File: config.mk
export PLATFORM = sky130hd
export DESIGN_NAME = turn_scheduler
export DESIGN_NICKNAME = d
export VERILOG_FILES = /design/src/rtl/ttt_pkg.sv /design/src/rtl/ms_tick_gen.sv /design/src/rtl/turn_scheduler.sv
export SDC_FILE = /design/constraint.sdc
export NUM_CORES = 1
export LEC_CHECK = 0
export CAP_MARGIN = 30
export CORE_ASPECT_RATIO = 0.75
export CORE_MARGIN = 4
export CORE_UTILIZATION = 54
export DETAILED_ROUTE_END_ITERATION = 8
export PLACE_DENSITY = 0.92
export SLEW_MARGIN = 10
export SYNTH_ARGS = -nofsm -noshare
export SYNTH_HDL_FRONTEND = slang
export SYNTH_SLANG_ARGS = --single-unit
File: constraint.sdc
create_clock -name MAX10_CLK1_50 -period 4.8 [get_ports MAX10_CLK1_50]
set_input_delay 1.2 -clock MAX10_CLK1_50 [delete_from_list [all_inputs] [get_ports MAX10_CLK1_50]]
set_output_delay 1.2 -clock MAX10_CLK1_50 [all_outputs]
set_load 0.01 [all_outputs]
File: src/rtl/ttt_pkg.sv
// Shared types and constants for the tic-tac-toe move scheduler.
// Cell indices run 0..8; any value above 8 names no cell.
package ttt_pkg;

  typedef enum logic [2:0] {
    WAIT_REQ     = 3'd0,
    VALIDATE     = 3'd1,
    COMMIT       = 3'd2,
    REJECT       = 3'd3,
    WAIT_RELEASE = 3'd4,
    HALT         = 3'd5
  } sched_state_t;

  typedef logic [3:0] cell_t;

  localparam logic [1:0] PLAYER1   = 2'b01;
  localparam logic [1:0] PLAYER2   = 2'b10;
  localparam int         NUM_CELLS = 9;

  // Out-of-range cells are rejected before occupancy is looked at.
  function automatic logic cell_rejected(input cell_t c, input logic [NUM_CELLS-1:0] occ);
    if (c >= cell_t'(NUM_CELLS)) return 1'b1;
    return occ[c];
  endfunction

  function automatic logic [1:0] player_code(input logic is_p2);
    return is_p2 ? PLAYER2 : PLAYER1;
  endfunction

endpackage

File: src/rtl/ms_tick_gen.sv
// Free-running prescaler producing a one-cycle tick every CLK_HZ/1000 clocks.
// The tick is high on the last count of each period.
module ms_tick_gen #(
  parameter int CLK_HZ = 50_000_000
) (
  input  logic MAX10_CLK1_50,
  input  logic rst,
  output logic tick_o
);

  localparam int DIV = (CLK_HZ / 1000 > 0) ? CLK_HZ / 1000 : 1;
  localparam int CW  = (DIV > 1) ? $clog2(DIV) : 1;
  localparam logic [CW-1:0] LAST = CW'(DIV - 1);

  logic [CW-1:0] cnt_q, cnt_d;

  always_comb begin
    cnt_d = (cnt_q == LAST) ? '0 : cnt_q + CW'(1);
  end

  always_ff @(posedge MAX10_CLK1_50) begin
    if (!rst) cnt_q <= '0;
    else      cnt_q <= cnt_d;
  end

  assign tick_o = (cnt_q == LAST);

endmodule

File: src/rtl/turn_scheduler.sv
// Arbitrates the single board write port between the two move sources,
// enforcing turn order, cell validity and the per-turn timeout.
module turn_scheduler
  import ttt_pkg::*;
#(
  parameter int CLK_HZ          = 50_000_000,
  parameter int TURN_TIMEOUT_MS = 10_000
) (
  input  logic       MAX10_CLK1_50,
  input  logic       rst,
  input  logic       p1_req,
  input  logic [3:0] p1_cell,
  input  logic       p2_req,
  input  logic [3:0] p2_cell,
  input  logic [8:0] occ,
  input  logic       game_over,
  input  logic       new_game,
  output logic       p1_ack,
  output logic       p2_ack,
  output logic       p1_nak,
  output logic       p2_nak,
  output logic       wr_en,
  output logic [3:0] wr_cell,
  output logic [1:0] wr_player,
  output logic       turn,
  output logic       timeout_pulse,
  output logic [2:0] sched_state
);

  localparam bit TIMEOUT_EN = (TURN_TIMEOUT_MS > 0);
  localparam int TW         = (TURN_TIMEOUT_MS > 1) ? $clog2(TURN_TIMEOUT_MS) : 1;
  localparam logic [TW-1:0] TIMER_LAST = TW'((TURN_TIMEOUT_MS > 0) ? TURN_TIMEOUT_MS - 1 : 0);

  logic ms_tick;

  ms_tick_gen #(
    .CLK_HZ (CLK_HZ)
  ) u_ms_tick (
    .MAX10_CLK1_50 (MAX10_CLK1_50),
    .rst           (rst),
    .tick_o        (ms_tick)
  );

  sched_state_t  state_q, state_d;
  logic          turn_q, turn_d;
  logic [TW-1:0] timer_q, timer_d;
  cell_t         cell_q, cell_d;
  logic          mover_q, mover_d;   // 0 = P1 owns the move in flight, 1 = P2
  logic          p1_ack_q, p1_ack_d;
  logic          p2_ack_q, p2_ack_d;
  logic          p1_nak_q, p1_nak_d;
  logic          p2_nak_q, p2_nak_d;
  logic          wr_en_q, wr_en_d;
  cell_t         wr_cell_q, wr_cell_d;
  logic [1:0]    wr_player_q, wr_player_d;
  logic          tout_q, tout_d;

  logic  cur_req;
  cell_t cur_cell;
  logic  mover_req;

  assign cur_req   = turn_q  ? p2_req  : p1_req;
  assign cur_cell  = turn_q  ? p2_cell : p1_cell;
  assign mover_req = mover_q ? p2_req  : p1_req;

  always_comb begin
    state_d     = state_q;
    turn_d      = turn_q;
    timer_d     = timer_q;
    cell_d      = cell_q;
    mover_d     = mover_q;
    p1_ack_d    = p1_ack_q;
    p2_ack_d    = p2_ack_q;
    p1_nak_d    = p1_nak_q;
    p2_nak_d    = p2_nak_q;
    wr_en_d     = 1'b0;
    wr_cell_d   = wr_cell_q;
    wr_player_d = wr_player_q;
    tout_d      = 1'b0;

    if (new_game) begin
      // Abandons any move in flight, including a write about to be issued.
      state_d  = WAIT_REQ;
      turn_d   = 1'b0;
      timer_d  = '0;
      p1_ack_d = 1'b0;
      p2_ack_d = 1'b0;
      p1_nak_d = 1'b0;
      p2_nak_d = 1'b0;
    end else begin
      unique case (state_q)
        WAIT_REQ: begin
          if (game_over) begin
            state_d = HALT;
          end else if (cur_req) begin
            // A request on the timeout tick takes precedence over the forfeit.
            cell_d  = cur_cell;
            mover_d = turn_q;
            state_d = VALIDATE;
          end else if (TIMEOUT_EN && ms_tick) begin
            if (timer_q == TIMER_LAST) begin
              tout_d  = 1'b1;
              turn_d  = ~turn_q;
              timer_d = '0;
            end else begin
              timer_d = timer_q + TW'(1);
            end
          end
        end
        VALIDATE: begin
          if (cell_rejected(cell_q, occ)) begin
            if (mover_q) p2_nak_d = 1'b1;
            else         p1_nak_d = 1'b1;
            state_d = REJECT;
          end else begin
            wr_en_d     = 1'b1;
            wr_cell_d   = cell_q;
            wr_player_d = player_code(mover_q);
            if (mover_q) p2_ack_d = 1'b1;
            else         p1_ack_d = 1'b1;
            state_d = COMMIT;
          end
        end
        COMMIT: begin
          turn_d  = ~turn_q;
          timer_d = '0;
          state_d = WAIT_RELEASE;
        end
        REJECT: begin
          state_d = WAIT_RELEASE;
        end
        WAIT_RELEASE: begin
          if (!mover_req) begin
            p1_ack_d = 1'b0;
            p2_ack_d = 1'b0;
            p1_nak_d = 1'b0;
            p2_nak_d = 1'b0;
            state_d  = game_over ? HALT : WAIT_REQ;
          end
        end
        HALT: begin
          state_d = HALT;
        end
        default: begin
          state_d = WAIT_REQ;
        end
      endcase
    end
  end

  always_ff @(posedge MAX10_CLK1_50) begin
    if (!rst) begin
      state_q     <= WAIT_REQ;
      turn_q      <= 1'b0;
      timer_q     <= '0;
      cell_q      <= '0;
      mover_q     <= 1'b0;
      p1_ack_q    <= 1'b0;
      p2_ack_q    <= 1'b0;
      p1_nak_q    <= 1'b0;
      p2_nak_q    <= 1'b0;
      wr_en_q     <= 1'b0;
      wr_cell_q   <= '0;
      wr_player_q <= 2'b00;
      tout_q      <= 1'b0;
    end else begin
      state_q     <= state_d;
      turn_q      <= turn_d;
      timer_q     <= timer_d;
      cell_q      <= cell_d;
      mover_q     <= mover_d;
      p1_ack_q    <= p1_ack_d;
      p2_ack_q    <= p2_ack_d;
      p1_nak_q    <= p1_nak_d;
      p2_nak_q    <= p2_nak_d;
      wr_en_q     <= wr_en_d;
      wr_cell_q   <= wr_cell_d;
      wr_player_q <= wr_player_d;
      tout_q      <= tout_d;
    end
  end

  assign p1_ack        = p1_ack_q;
  assign p2_ack        = p2_ack_q;
  assign p1_nak        = p1_nak_q;
  assign p2_nak        = p2_nak_q;
  assign wr_en         = wr_en_q;
  assign wr_cell       = wr_cell_q;
  assign wr_player     = wr_player_q;
  assign turn          = turn_q;
  assign timeout_pulse = tout_q;
  assign sched_state   = state_q;

endmodule

=== Word-level counts from Yosys, hierarchy flattened ===
Cells that the tools add are included.

* Add/sub/neg operators: 2
* Order comparisons: 2
* Equality and inequality tests: 17
* Muxes and demuxes: 42
* Bitwise gates (word level): 8
* Reductions and logical operators: 17

{| class="wikitable"
|+ Operator list
! kind !! count
|-
| $mux W14 || 4
|-
| $pmux W14 S2 || 1
|-
| $mux W1 || 24
|-
| $reduce_and A4 Y1 || 6
|-
| $ne A2 B2 Y1 const B || 9
|-
| $add A16 B1 Y16 const B || 1
|-
| $eq A16 B16 Y1 const B || 1
|-
| $pmux W3 S5 || 1
|-
| $add A14 B1 Y14 const B || 1
|-
| $eq A14 B14 Y1 const B || 1
|-
| $mux W3 || 4
|-
| $pmux W1 S2 || 5
|-
| $not A1 Y1 || 8
|-
| $eq A3 B2 Y1 const B || 2
|-
| $eq A3 B3 Y1 const B || 2
|-
| $reduce_or A2 Y1 || 3
|-
| $reduce_or A6 Y1 || 1
|-
| $lt A4 B5 Y1 const B || 1
|-
| $reduce_and A5 Y1 || 1
|-
| $bmux W1 S4 || 1
|-
| $ge A4 B4 Y1 const B || 1
|-
| $mux W4 || 1
|-
| $reduce_bool A2 Y1 || 2
|-
| $eq A3 B1 Y1 const B || 1
|-
| 6 further kinds || 6
|}

* Register bits after elaboration: 51
* Bits of input ports: 23
* Word-level logic and storage cells: 102

=== Depth between registers and ports, before layout ===
Gate-level depths: netlist of run 1.

* Word-level depth: 9
* Mapped depth: 8

=== Cells and area by module ===
A second synthesis of run 1 with hierarchy kept.

* Cell total of the unflattened synthesis: 279
* Area total of the unflattened synthesis: 2514.9 um^2

{| class="wikitable"
|+ By module, submodules not included
! module !! times used !! cells each !! area an instance (um^2) !! seq. area each (um^2)
|-
| turn_scheduler || 1 || 200 || 1725.4 || 700.7
|-
| ms_tick_gen || 1 || 79 || 789.5 || 320.3
|}

=== Worst setup path after synthesis of run 1 ===
No wires, ideal clock.

* Kind: input-to-reg
* Start point: in p1_req
* End point: reg timer_q[13]
* Library setup time: 70 ps
* Data arrival time: 2885 ps
* Required time: 4730 ps
* Path slack: 1845 ps
* Stages on the path: 7
* Buffers on the path: 1
* Cell sequence: mux2_4 -> nand2b_4 -> o21a_1 -> buf_6 -> or4_4 -> or3_1 -> a21oi_1

* Longest elaborated chain between the ends: 3

{| class="wikitable"
|+ RTL lines
! what !! line !! RTL
|-
| start: declaration || turn_scheduler.sv:11 || <nowiki>input logic p1_req,</nowiki>
|-
| $mux W1 || turn_scheduler.sv:62 || <nowiki>assign cur_req = turn_q ? p2_req : p1_req;</nowiki>
|-
| $ne A2 B2 Y1 (no source line) || n/a ||
|-
| $reduce_and A4 Y1 (no source line) || n/a ||
|-
| end signal: assignment || turn_scheduler.sv:169 || <nowiki>timer_q <= timer_d;</nowiki>
|-
| end: declaration || turn_scheduler.sv:46 || <nowiki>logic [TW-1:0] timer_q, timer_d;</nowiki>
|}

No other way between the ends.
A chain may end at the register's enable or synchronous reset.

=== Final worst setup path of run 1 ===
* Start point: in p2_req
* End point: reg timer_q[13]

* Longest elaborated chain between the ends: 3

{| class="wikitable"
|+ RTL lines
! what !! line !! RTL
|-
| start: declaration || turn_scheduler.sv:13 || <nowiki>input logic p2_req,</nowiki>
|-
| $mux W1 || turn_scheduler.sv:62 ||
|-
| $ne A2 B2 Y1 (no source line) || n/a ||
|-
| $reduce_and A4 Y1 (no source line) || n/a ||
|}

No other way between the ends.

==> results of run 1 <==
worst max-delay path: stages:
cell	delay, ps
sky130_fd_sc_hd__clkdlybuf4s50_1	440
sky130_fd_sc_hd__mux2_4	280
sky130_fd_sc_hd__nand2b_4	150
sky130_fd_sc_hd__o21a_1	300
sky130_fd_sc_hd__or4_4	550
sky130_fd_sc_hd__or3_1	370
sky130_fd_sc_hd__a21oi_1	140
layout make-up:
| cell class | instances | area (µm²) |
|---|---|---|
| inverter | 7 | 26.28 |
| clock inverter | 2 | 12.51 |
| tap | 55 | 68.82 |
| timing repair buffer | 39 | 387.9 |
| fill | 335 | 1287 |
| multi-input combinational | 194 | 1252 |
| clock buffer | 6 | 72.57 |
| sequential | 51 | 1021 |
per-layer routing:
| layer | vias to the layer above | wire length (µm) | GRT usage (%) | part of all wire [%] |
|---|---|---|---|---|
| li1 | 1006 | - | - | - |
| met1 | 919 | 2469 | 26.88 | 48 |
| met2 | 55 | 2281 | 29.13 | 45 |
| met3 | 5 | 294 | 7.116 | 5.8 |
| met4 | 0 | 48 | 6.024 | 0.94 |
| met5 | - | 0 | 0 | 0 |
cell families (layout without fill, tap and decap cells):
family,Yosys count,in the layout,synth area share (%)
buf+inv,15,54,3.042
flops,51,51,43.54
xor+xnor,21,21,7.844
mux,10,10,5.123
compound gates,42,42,12.49
fa+ha+maj,2,2,1.067
simple gates,119,119,26.89
stage by stage:
| stage | hold WS [ps] | utilization [%] | cell area (µm²) | total power [µW] |
|---|---|---|---|---|
| 2_1_floorplan | 430.0 | - | 2345 | 474.3 |
| 3_3_place_gp | 446.9 | 66.76 | 2756 | 503.3 |
| 3_5_place_dp | 463.1 | 66.76 | 2756 | 505.0 |
| 4_1_cts | 478.5 | 68.82 | 2841 | 741.9 |
| 5_1_grt | 503.7 | 68.82 | 2841 | 764.9 |
| 6_report | 476.8 | 68.82 | 2841 | 735.6 |
sequential cells by signal, indices dropped and copies added, names as in the netlist:
register,flops
wr_player,2
wr_cell,4
timer_q,14
sched_state,3
p2_nak,1
mover_q,1
wr_en,1
cell_q,4
p1_nak,1
u_ms_tick.cnt_q,16
timeout_pulse,1
p2_ack,1
p1_ack,1
turn,1
how the worst max path moves through the flow:
| stage | end | cells after the start |
|---|---|---|
| 3_3_place_gp | timer_q[13] | 7 |
| 6_report | timer_q[13] | 7 |
| 5_1_grt | timer_q[13] | 7 |
| 2_1_floorplan | timer_q[13] | 7 |
| 4_1_cts | timer_q[13] | 7 |
| 3_5_place_dp | timer_q[11] | 7 |
layout by cell type, fill, tap and decap left out, types with 10 or more instances in the layout:
master / synthesis / routed
sky130_fd_sc_hd__nand2_1: 22 / 22
sky130_fd_sc_hd__nor2_1: 35 / 35
sky130_fd_sc_hd__nand3_1: 10 / 10
sky130_fd_sc_hd__clkdlybuf4s50_1: 0 / 38
sky130_fd_sc_hd__dfxtp_1: 51 / 51
sky130_fd_sc_hd__o21ai_0: 12 / 12
sky130_fd_sc_hd__xnor2_1: 11 / 11
sky130_fd_sc_hd__a21oi_1: 10 / 10
sky130_fd_sc_hd__xor2_1: 10 / 10
report_power, final:
group          switching [µW]  leakage, µW  internal, µW
logic                    25.4     0.000496          33.9
registers                7.85     0.000412           428
clock network             138    0.0000412           102
==> reports/qor.log, run 1 <==
[global_routing] via count of the first global-routing pass 1839
[placed_design] worst-case setup slack after placement 1306 ps
[placed_design] half-perimeter wire length after detailed placement 3825 µm
[die] Vert. Die Dim 65.07 µm
[synth] main flop type after synthesis sky130_fd_sc_hd__dfxtp_1
[clocking] worst skew pair latency 310 ps
[timing] final count of negative-setup-slack endpoints 0
[cells_and_area] final cell count without fillers 354
[clocking] level count of the clock H-tree 2
[placed_design] routability cong. 0.8061
[setup_path] critical path arrival 3430 ps
[power_and_ir_drop] total power per unit cell area 258.9 nW/µm²
[timing] Max Slew Vio Count 0
[die] x dimension of the die 84.09 µm
[synth] post-synth net total 285
[timing] Tightest Pin Transition 595.1 ps
[routing] total wire length 5093 µm
[timing] post-route worst setup slack 1609 ps
[job] count of max-cap constraint violations 0
[power_and_ir_drop] VDD IR-drop max 182.7 µV
[routing] Vias 1985
[routing] Via-to-Cell Ratio 5.607
[synth] total standard cell area after synthesis 2345 µm²
[clocking] number of clock buffers inserted by TritonCTS 5
[cells_and_area] antenna fix cells 0
[die] effective utilization at floorplan 56.79%
[global_routing] total routing usage reported by global routing 19.73%
[clocking] total of hold buffers inserted after clock tree synthesis 0
[setup_path] startpoint of the worst setup timing path p2_req
[setup_path] maximum fanout along the worst path 10
[synth] number of cells produced by synthesis 260
[timing] setup repair after global routing missed its margin no
[clocking] post-CTS setup repair buffer count 0
[synth] number of synthesized flops with an enable pin 0
[routing] iteration-0 DRC count of the detailed router 98
[routing] DRC violation count after routing 0
[setup_path] endpoint class of the critical path flop
[synth] register bit count reported by yosys 51
[synth] Post-synth top cells sky130_fd_sc_hd__dfxtp_1, sky130_fd_sc_hd__nor2_1, sky130_fd_sc_hd__nand2_1, sky130_fd_sc_hd__o21ai_0, sky130_fd_sc_hd__xnor2_1
[timing] Rel. slew slack 60.18%
[setup_path] cells on worst reg2reg path 7
[setup_path] endpoint required time on the critical path 5040 ps
[setup_path] end of the worst register-to-register path timer_q[13]
[cells_and_area] Layout area overhead 21.18%
[synth] area leader, netlist sky130_fd_sc_hd__dfxtp_1
[synth] Synth async-reset ratio 0%
[placed_design] post-placement cell count 346
[cells_and_area] fin nets 323
[die] area of the core region 4129 µm²
[global_routing] residual overflow from global routing 0
[hold_path] Hold Crit Endpoint u_ms_tick.cnt_q[0]
[power_and_ir_drop] static leakage power 0.0009493 µW
[hold_path] startpoint of the lowest-slack hold path u_ms_tick.cnt_q[0]
[routing] routed length per placed instance 14.39 µm
[synth] average instance area after synthesis 9.018 µm²
[routing] final antenna-violating net count 0
[placed_design] port buffer count 38
[synth] share of the synthesized area in the top cell type 43.54%
[run_status] result of the run completed
[setup_path] launch point of the worst reg-to-reg path u_ms_tick.cnt_q[0]
[setup_path] start-to-end type of the worst setup path primary input to flop
[die] IO Pins 39
[setup_path] register-to-register setup slack 2270 ps
[synth] Warnings, synthesis 0
[global_routing] largest net degree at the start of global routing 17
[clocking] Clock Sink Count 51
[cells_and_area] share of layout cells above drive strength 1 6.689%
[routing] drt pass-1 iters 4
[timing] upper clock frequency limit 313.3 MHz
[hold_path] number of cells traversed by the worst hold path 1
[timing] final total negative setup slack 0 ps
[clocking] count of cells resized by post-cts repair 0
[clocking] CTS root buf sky130_fd_sc_hd__clkbuf_8
[die] Std-Cell Rows 20
[synth] share of the yosys chip area belonging to registers 43.54%
[hold_path] path type of the worst min-delay path flop to flop
[timing] ratio of final minimum period to clock period 66.49%
[clocking] TritonCTS clock tree built
[die] Total Die Area 5471 µm²
[timing] post-route minimum period 3191 ps
[clocking] Worst-path clk slew 90 ps
[global_routing] number of antenna violations at the first check in global routing 0
[timing] Final Hold Viols 0
[timing] setup skew after layout 8.547 ps
[synth] biggest area contributors in the synthesized netlist sky130_fd_sc_hd__dfxtp_1, sky130_fd_sc_hd__nor2_1, sky130_fd_sc_hd__xnor2_1
[setup_path] critical path startpoint category primary input
[clocking] worst-case clock buffer depth 2
[global_routing] global-route wire length before repair 8611 µm
[synth] library cells used by synthesis 42
[synth] most repeated cell in the gate-level netlist after synthesis sky130_fd_sc_hd__dfxtp_1
Power figures use the tool's default switching activity.
==> run 2, diff against run 1 <==
Settings changed: CORE_UTILIZATION 54 to 52, PLACE_DENSITY 0.92 to 0.89.
Clock period 4.8 ns to 3.2 ns, I/O delays scaled along.
==> run 2 against run 1 <==
Compared with the run above: largest cell class unchanged; flip-flop and latch count unchanged; critical path type unchanged; non-clock buffer count grew 2; wire length down 0.61%; first-iteration DRC count increased by 22%; sequential share of layout area down 0.24 points; die area rose by 3.4%; clock-buffer cell count decreased by 1; largest power group unchanged; core utilization down 0.78 points.
==> reports/qor.log, run 2 (same netlist as run 1, synthesis figures left out) <==
[die] effective utilization at floorplan 55.77%
[power_and_ir_drop] NetSw 261.9 µW
[timing] Tightest Pin Transition 648.4 ps
[cells_and_area] Layout area overhead 21.98%
[global_routing] residual overflow from global routing 0
[timing] setup repair after global routing missed its margin no
[global_routing] via count of the first global-routing pass 1935
[power_and_ir_drop] relative contribution of sequential cells to total power 59.0%
[setup_path] maximum fanout along the worst path 6
[routing] drt pass-1 iters 4
[placed_design] port buffer count 38
[cells_and_area] fin nets 325
[timing] Final Hold Viols 0
[cells_and_area] registers with the most flip-flops u_ms_tick.cnt_q (16), timer_q (14)
[cells_and_area] number of flip-flops under the largest register name 16
[cells_and_area] number of fill cells 332
[placed_design] worst-case setup slack after placement 235.7 ps
[die] area of the core region 4204 µm²
[clocking] count of cells resized by post-cts repair 0
[cells_and_area] combined flip-flop and latch cell area 1021 µm²
[cells_and_area] commonest non-fill, non-tap cells in the layout sky130_fd_sc_hd__dfxtp_1, sky130_fd_sc_hd__clkdlybuf4s50_1, sky130_fd_sc_hd__nor2_1
[clocking] number of clock buffers inserted by TritonCTS 5
[routing] iteration-0 DRC count of the detailed router 120
[global_routing] largest net degree at the start of global routing 17
[power_and_ir_drop] share of total power in the clock network 32.7%
[timing] Max Slew Vio Count 0
[setup_path] critical path arrival 2890 ps
[cells_and_area] core utilization of the finished layout 68.04%
[die] Vert. Die Dim 66.16 µm
[setup_path] endpoint class of the critical path flop
[clocking] Clock Sink Count 51
[routing] DRC violation count after routing 0
[setup_path] endpoint required time on the critical path 3430 ps
[power_and_ir_drop] fraction of power consumed by combinational cells 8.2%
[timing] setup skew after layout 8.440 ps
[power_and_ir_drop] net switching fraction of the power 23.63%
[cells_and_area] area occupied by multi-input gates 1252 µm²
[timing] final count of negative-setup-slack endpoints 0
[die] Total Die Area 5659 µm²
[timing] final hold slack 473.1 ps
[timing] final total negative setup slack 0 ps
[timing] Rel. slew slack 56.32%
[power_and_ir_drop] static leakage power 0.0009578 µW
[job] count of max-cap constraint violations 0
[global_routing] number of antenna violations at the first check in global routing 0
[clocking] worst skew pair latency 300 ps
[global_routing] total routing usage reported by global routing 19.28%
[die] x dimension of the die 85.54 µm
[cells_and_area] antenna fix cells 0
[routing] Via-to-Cell Ratio 5.624
[cells_and_area] register name with the most flops u_ms_tick.cnt_q
[clocking] Worst-path clk slew 90 ps
[routing] final antenna-violating net count 0
[timing] post-route minimum period 2665 ps
[clocking] CTS root buf sky130_fd_sc_hd__clkbuf_8
[cells_and_area] share of layout cells above drive strength 1 7.641%
[routing] Vias 2002
[timing] upper clock frequency limit 375.2 MHz
[power_and_ir_drop] sum of internal, switching and leakage power 1109 µW
[setup_path] startpoint of the worst setup timing path p2_req
[power_and_ir_drop] total power per unit cell area 387.6 nW/µm²
[die] IO Pins 39
[power_and_ir_drop] Pint 846.6 µW
[placed_design] half-perimeter wire length after detailed placement 3817 µm
[clocking] TritonCTS clock tree built
[hold_path] path type of the worst min-delay path flop to flop
[setup_path] critical path startpoint category primary input
[hold_path] startpoint of the lowest-slack hold path timer_q[1]
[placed_design] routability cong. 0.7877
[clocking] worst-case clock buffer depth 2
[timing] ratio of final minimum period to clock period 83.30%
[routing] routed length per placed instance 14.22 µm
[clocking] post-CTS setup repair buffer count 0
[run_status] result of the run completed
[setup_path] start-to-end type of the worst setup path primary input to flop
[timing] post-route worst setup slack 534.5 ps
[power_and_ir_drop] VDD IR-drop max 256.8 µV
[setup_path] launch point of the worst reg-to-reg path turn
[global_routing] global-route wire length before repair 8735 µm
[clocking] level count of the clock H-tree 2
[clocking] total of hold buffers inserted after clock tree synthesis 0
[routing] total wire length 5062 µm
[die] Std-Cell Rows 20
[cells_and_area] leading cell type in the layout, fill and taps excluded sky130_fd_sc_hd__dfxtp_1
## run 2: worst paths after layout
kind / endpoint / slack, ps / cells past startpoint
max reg2reg: timer_q[13] / 790 / 6
min: timer_q[1] / 470 / 2
min reg2reg: timer_q[1] / 470 / 2
max: timer_q[13] / 530 / 7
## run 2: cell type report
| cell class | instances | area share (%) |
|---|---|---|
| multi-input cells | 194 | 43.79 |
| clock inverters | 3 | 0.6999 |
| inverters | 7 | 0.9186 |
| well taps | 55 | 2.406 |
| clock buffers | 5 | 2.406 |
| flip-flops and latches | 51 | 35.70 |
| repair buffers | 41 | 14.09 |
## run 2: per-layer routing
layer | track usage (%) | up-vias | wire length, µm | part of all wire (%)
met5 | 0 | - | 0 | 0
met4 | 5.534 | 0 | 70 | 1.4
met3 | 5.230 | 11 | 286 | 5.6
met2 | 30.43 | 60 | 2292 | 45
met1 | 25.92 | 920 | 2413 | 48
li1 | - | 1011 | - | -
## run 2: metrics by stage
| step | area (µm²) | instances |
|---|---|---|
| 4_1_cts | 2860 | 356 |
| 6_report | 2860 | 356 |
| 3_5_place_dp | 2771 | 348 |
| 2_1_floorplan | 2345 | 260 |
| 5_1_grt | 2860 | 356 |
| 3_3_place_gp | 2771 | 348 |
## run 2: critical path, stage by stage
cell and delay, ps:
sky130_fd_sc_hd__clkdlybuf4s50_1 430, sky130_fd_sc_hd__mux2_4 290, sky130_fd_sc_hd__nand2b_4 150, sky130_fd_sc_hd__o21a_1 210, sky130_fd_sc_hd__or4_4 510, sky130_fd_sc_hd__or3_1 360, sky130_fd_sc_hd__a21oi_1 140
## run 2: power groups by stage
| stage | clock network, µW | registers (µW) | logic [µW] |
|---|---|---|---|
| 2_1_floorplan | 0 | 667 | 44.6 |
| 3_3_place_gp | 0 | 669 | 87.2 |
| 3_5_place_dp | 0 | 669 | 90.7 |
| 4_1_cts | 370 | 654 | 91.3 |
| 5_1_grt | 397 | 656 | 99.9 |
| 6_report | 363 | 654 | 91.1 |
==> run 3, diff against run 2 <==
Clock period 3.2 ns to 2.8 ns, I/O delays scaled along.
==> run 3 against run 2 <==
Compared with the run above: critical path depth is the same; worst hold slack better by 4.0 ps; highest routed layer unchanged; clock skew down 0.59 ps; sequential share of layout area down 1.2 points; combinational power rose by 20%; critical endpoint unchanged.
==> reports/qor.log, run 3 (same netlist as run 1, synthesis figures left out) <==
[cells_and_area] area of all placed cells without fillers 2960 µm²
[routing] drt pass-1 iters 5
[setup_path] longest individual stage delay on the worst path 510 ps
[clocking] total of hold buffers inserted after clock tree synthesis 0
[power_and_ir_drop] sum of internal, switching and leakage power 1450 µW
[placed_design] routability cong. 0.8108
[placed_design] placed cell area 2824 µm²
[clocking] number of clock buffers inserted by TritonCTS 5
[routing] Vias 2061
[setup_path] start-to-end type of the worst setup path primary input to flop
[global_routing] global-route wire length before repair 9225 µm
[global_routing] residual overflow from global routing 0
[timing] ratio of final minimum period to clock period 89.92%
[routing] final antenna-violating net count 0
[die] effective utilization at floorplan 55.77%
[die] Total Die Area 5659 µm²
[timing] post-route minimum period 2518 ps
[timing] Final Hold Viols 0
[placed_design] post-placement cell count 355
[timing] Rel. slew slack 66.53%
[die] Std-Cell Rows 20
[global_routing] via count of the first global-routing pass 2054
[cells_and_area] leading cell type in the layout, fill and taps excluded sky130_fd_sc_hd__dfxtp_1
[clocking] Worst-path clk slew 90 ps
[cells_and_area] fin nets 332
[clocking] CTS root buf sky130_fd_sc_hd__clkbuf_8
[timing] setup skew after layout 7.851 ps
[setup_path] maximum fanout along the worst path 6
[power_and_ir_drop] relative contribution of sequential cells to total power 51.6%
[timing] final count of negative-setup-slack endpoints 0
[timing] setup repair after global routing missed its margin no
[routing] routed length per placed instance 14.71 µm
[power_and_ir_drop] share of total power in the clock network 40.9%
[setup_path] Critical Path Stages 7
[timing] Tightest Pin Transition 500.6 ps
[power_and_ir_drop] fraction of power consumed by combinational cells 7.5%
[cells_and_area] registers with the most flip-flops u_ms_tick.cnt_q (16), timer_q (14)
[die] IO Pins 39
[routing] DRC violation count after routing 0
[run_status] result of the run completed
[setup_path] Top delay family on crit path simple AND/OR/NAND/NOR gates
[clocking] TritonCTS clock tree built
[setup_path] critical path buffer and inverter count 1
[hold_path] path type of the worst min-delay path flop to flop
[setup_path] endpoint class of the critical path flop
[setup_path] cells on worst reg2reg path 7
[cells_and_area] core utilization of the finished layout 70.42%
[job] count of max-cap constraint violations 0
[routing] Via-to-Cell Ratio 5.678
[routing] iteration-0 DRC count of the detailed router 126
[clocking] worst skew pair latency 300 ps
[clocking] level count of the clock H-tree 2
[clocking] post-CTS setup repair buffer count 0
[power_and_ir_drop] NetSw 296.7 µW
[cells_and_area] antenna fix cells 0
[setup_path] endpoint required time on the critical path 3030 ps
[die] area of the core region 4204 µm²
[cells_and_area] Layout area overhead 26.25%
[routing] total wire length 5340 µm
[placed_design] port buffer count 38
[cells_and_area] commonest non-fill, non-tap cells in the layout sky130_fd_sc_hd__dfxtp_1, sky130_fd_sc_hd__clkdlybuf4s50_1, sky130_fd_sc_hd__nor2_1
[cells_and_area] register name with the most flops u_ms_tick.cnt_q
[placed_design] half-perimeter wire length after detailed placement 4043 µm
[setup_path] critical path startpoint category primary input
[timing] final total negative setup slack 0 ps
[global_routing] number of antenna violations at the first check in global routing 0
[setup_path] cell breakdown of the critical path clkdlybuf4s50_1, mux2_4, nand2b_4, o21a_1, or4_4, or3_1, a21oi_1
[global_routing] largest net degree at the start of global routing 17
[clocking] Clock Sink Count 51
[clocking] worst-case clock buffer depth 2
[timing] Max Slew Vio Count 0
[cells_and_area] number of flip-flops under the largest register name 16
[power_and_ir_drop] Pint 1154 µW
[setup_path] slowest cell on the critical path sky130_fd_sc_hd__or4_4
[setup_path] critical path arrival 2740 ps
[power_and_ir_drop] net switching fraction of the power 20.46%
[power_and_ir_drop] static leakage power 0.001017 µW
[cells_and_area] final cell count without fillers 363
[power_and_ir_drop] VDD IR-drop max 292.2 µV
[hold_path] number of cells traversed by the worst hold path 1
[power_and_ir_drop] total power per unit cell area 490.0 nW/µm²
[cells_and_area] share of layout cells above drive strength 1 9.740%
[die] x dimension of the die 85.54 µm
[die] Vert. Die Dim 66.16 µm
[timing] upper clock frequency limit 397.2 MHz
[clocking] count of cells resized by post-cts repair 0
[global_routing] total routing usage reported by global routing 20.40%
run 3: path summary, 6_finish.rpt:
check                             to  slack, ps          startpoint
hold reg to reg   u_ms_tick.cnt_q[0]        480  u_ms_tick.cnt_q[0]
setup reg to reg         timer_q[13]        460  u_ms_tick.cnt_q[0]
hold / removal    u_ms_tick.cnt_q[0]        480  u_ms_tick.cnt_q[0]
setup / recovery         timer_q[13]        280              p1_req
run 3: area by class of cell:
| cell class | count | area (µm²) |
|---|---|---|
| Timing Repair Buffer | 48 | 455.4 |
| Sequential cell | 51 | 1021 |
| Inverter | 7 | 26.28 |
| Multi-Input combinational cell | 194 | 1252 |
| Tap cell | 55 | 68.82 |
| Fill cell | 316 | 1244 |
| Clock inverter | 3 | 67.56 |
| Clock buffer | 5 | 68.82 |
run 3: layer usage:
| layer | vias up | part of all wire [%] | global-route usage [%] |
|---|---|---|---|
| met5 | - | 0 | 0 |
| met4 | 0 | 1.4 | 5.138 |
| met3 | 13 | 5.8 | 4.483 |
| met2 | 67 | 47 | 34.11 |
| met1 | 958 | 45 | 26.82 |
| li1 | 1023 | - | - |
run 3: worst register-to-register path, cell delays in order (launching register included):
cell	delay, ps
sky130_fd_sc_hd__dfxtp_1	390
sky130_fd_sc_hd__ha_1	210
sky130_fd_sc_hd__and3_1	250
sky130_fd_sc_hd__nand4_2	170
sky130_fd_sc_hd__o21a_1	230
sky130_fd_sc_hd__or4_4	510
sky130_fd_sc_hd__or3_1	360
sky130_fd_sc_hd__a21oi_1	130
run 3: per-stage QoR:
step                worst slack (ps)  hold WS [ps]
floorplan                      344.7         430.0
global route                   194.0         527.9
finish                         282.2         477.1
global placement               14.12         446.6
detailed placement            -42.07         464.4
CTS                            281.3         486.6
run 3: power by group through the flow:
stage / logic, µW / clock network [µW] / registers (µW)
finish: 109 / 593 / 748
global route: 121 / 630 / 750
CTS: 110 / 602 / 748
detailed placement: 109 / 0 / 764
global placement: 106 / 0 / 764
floorplan: 51.0 / 0 / 762
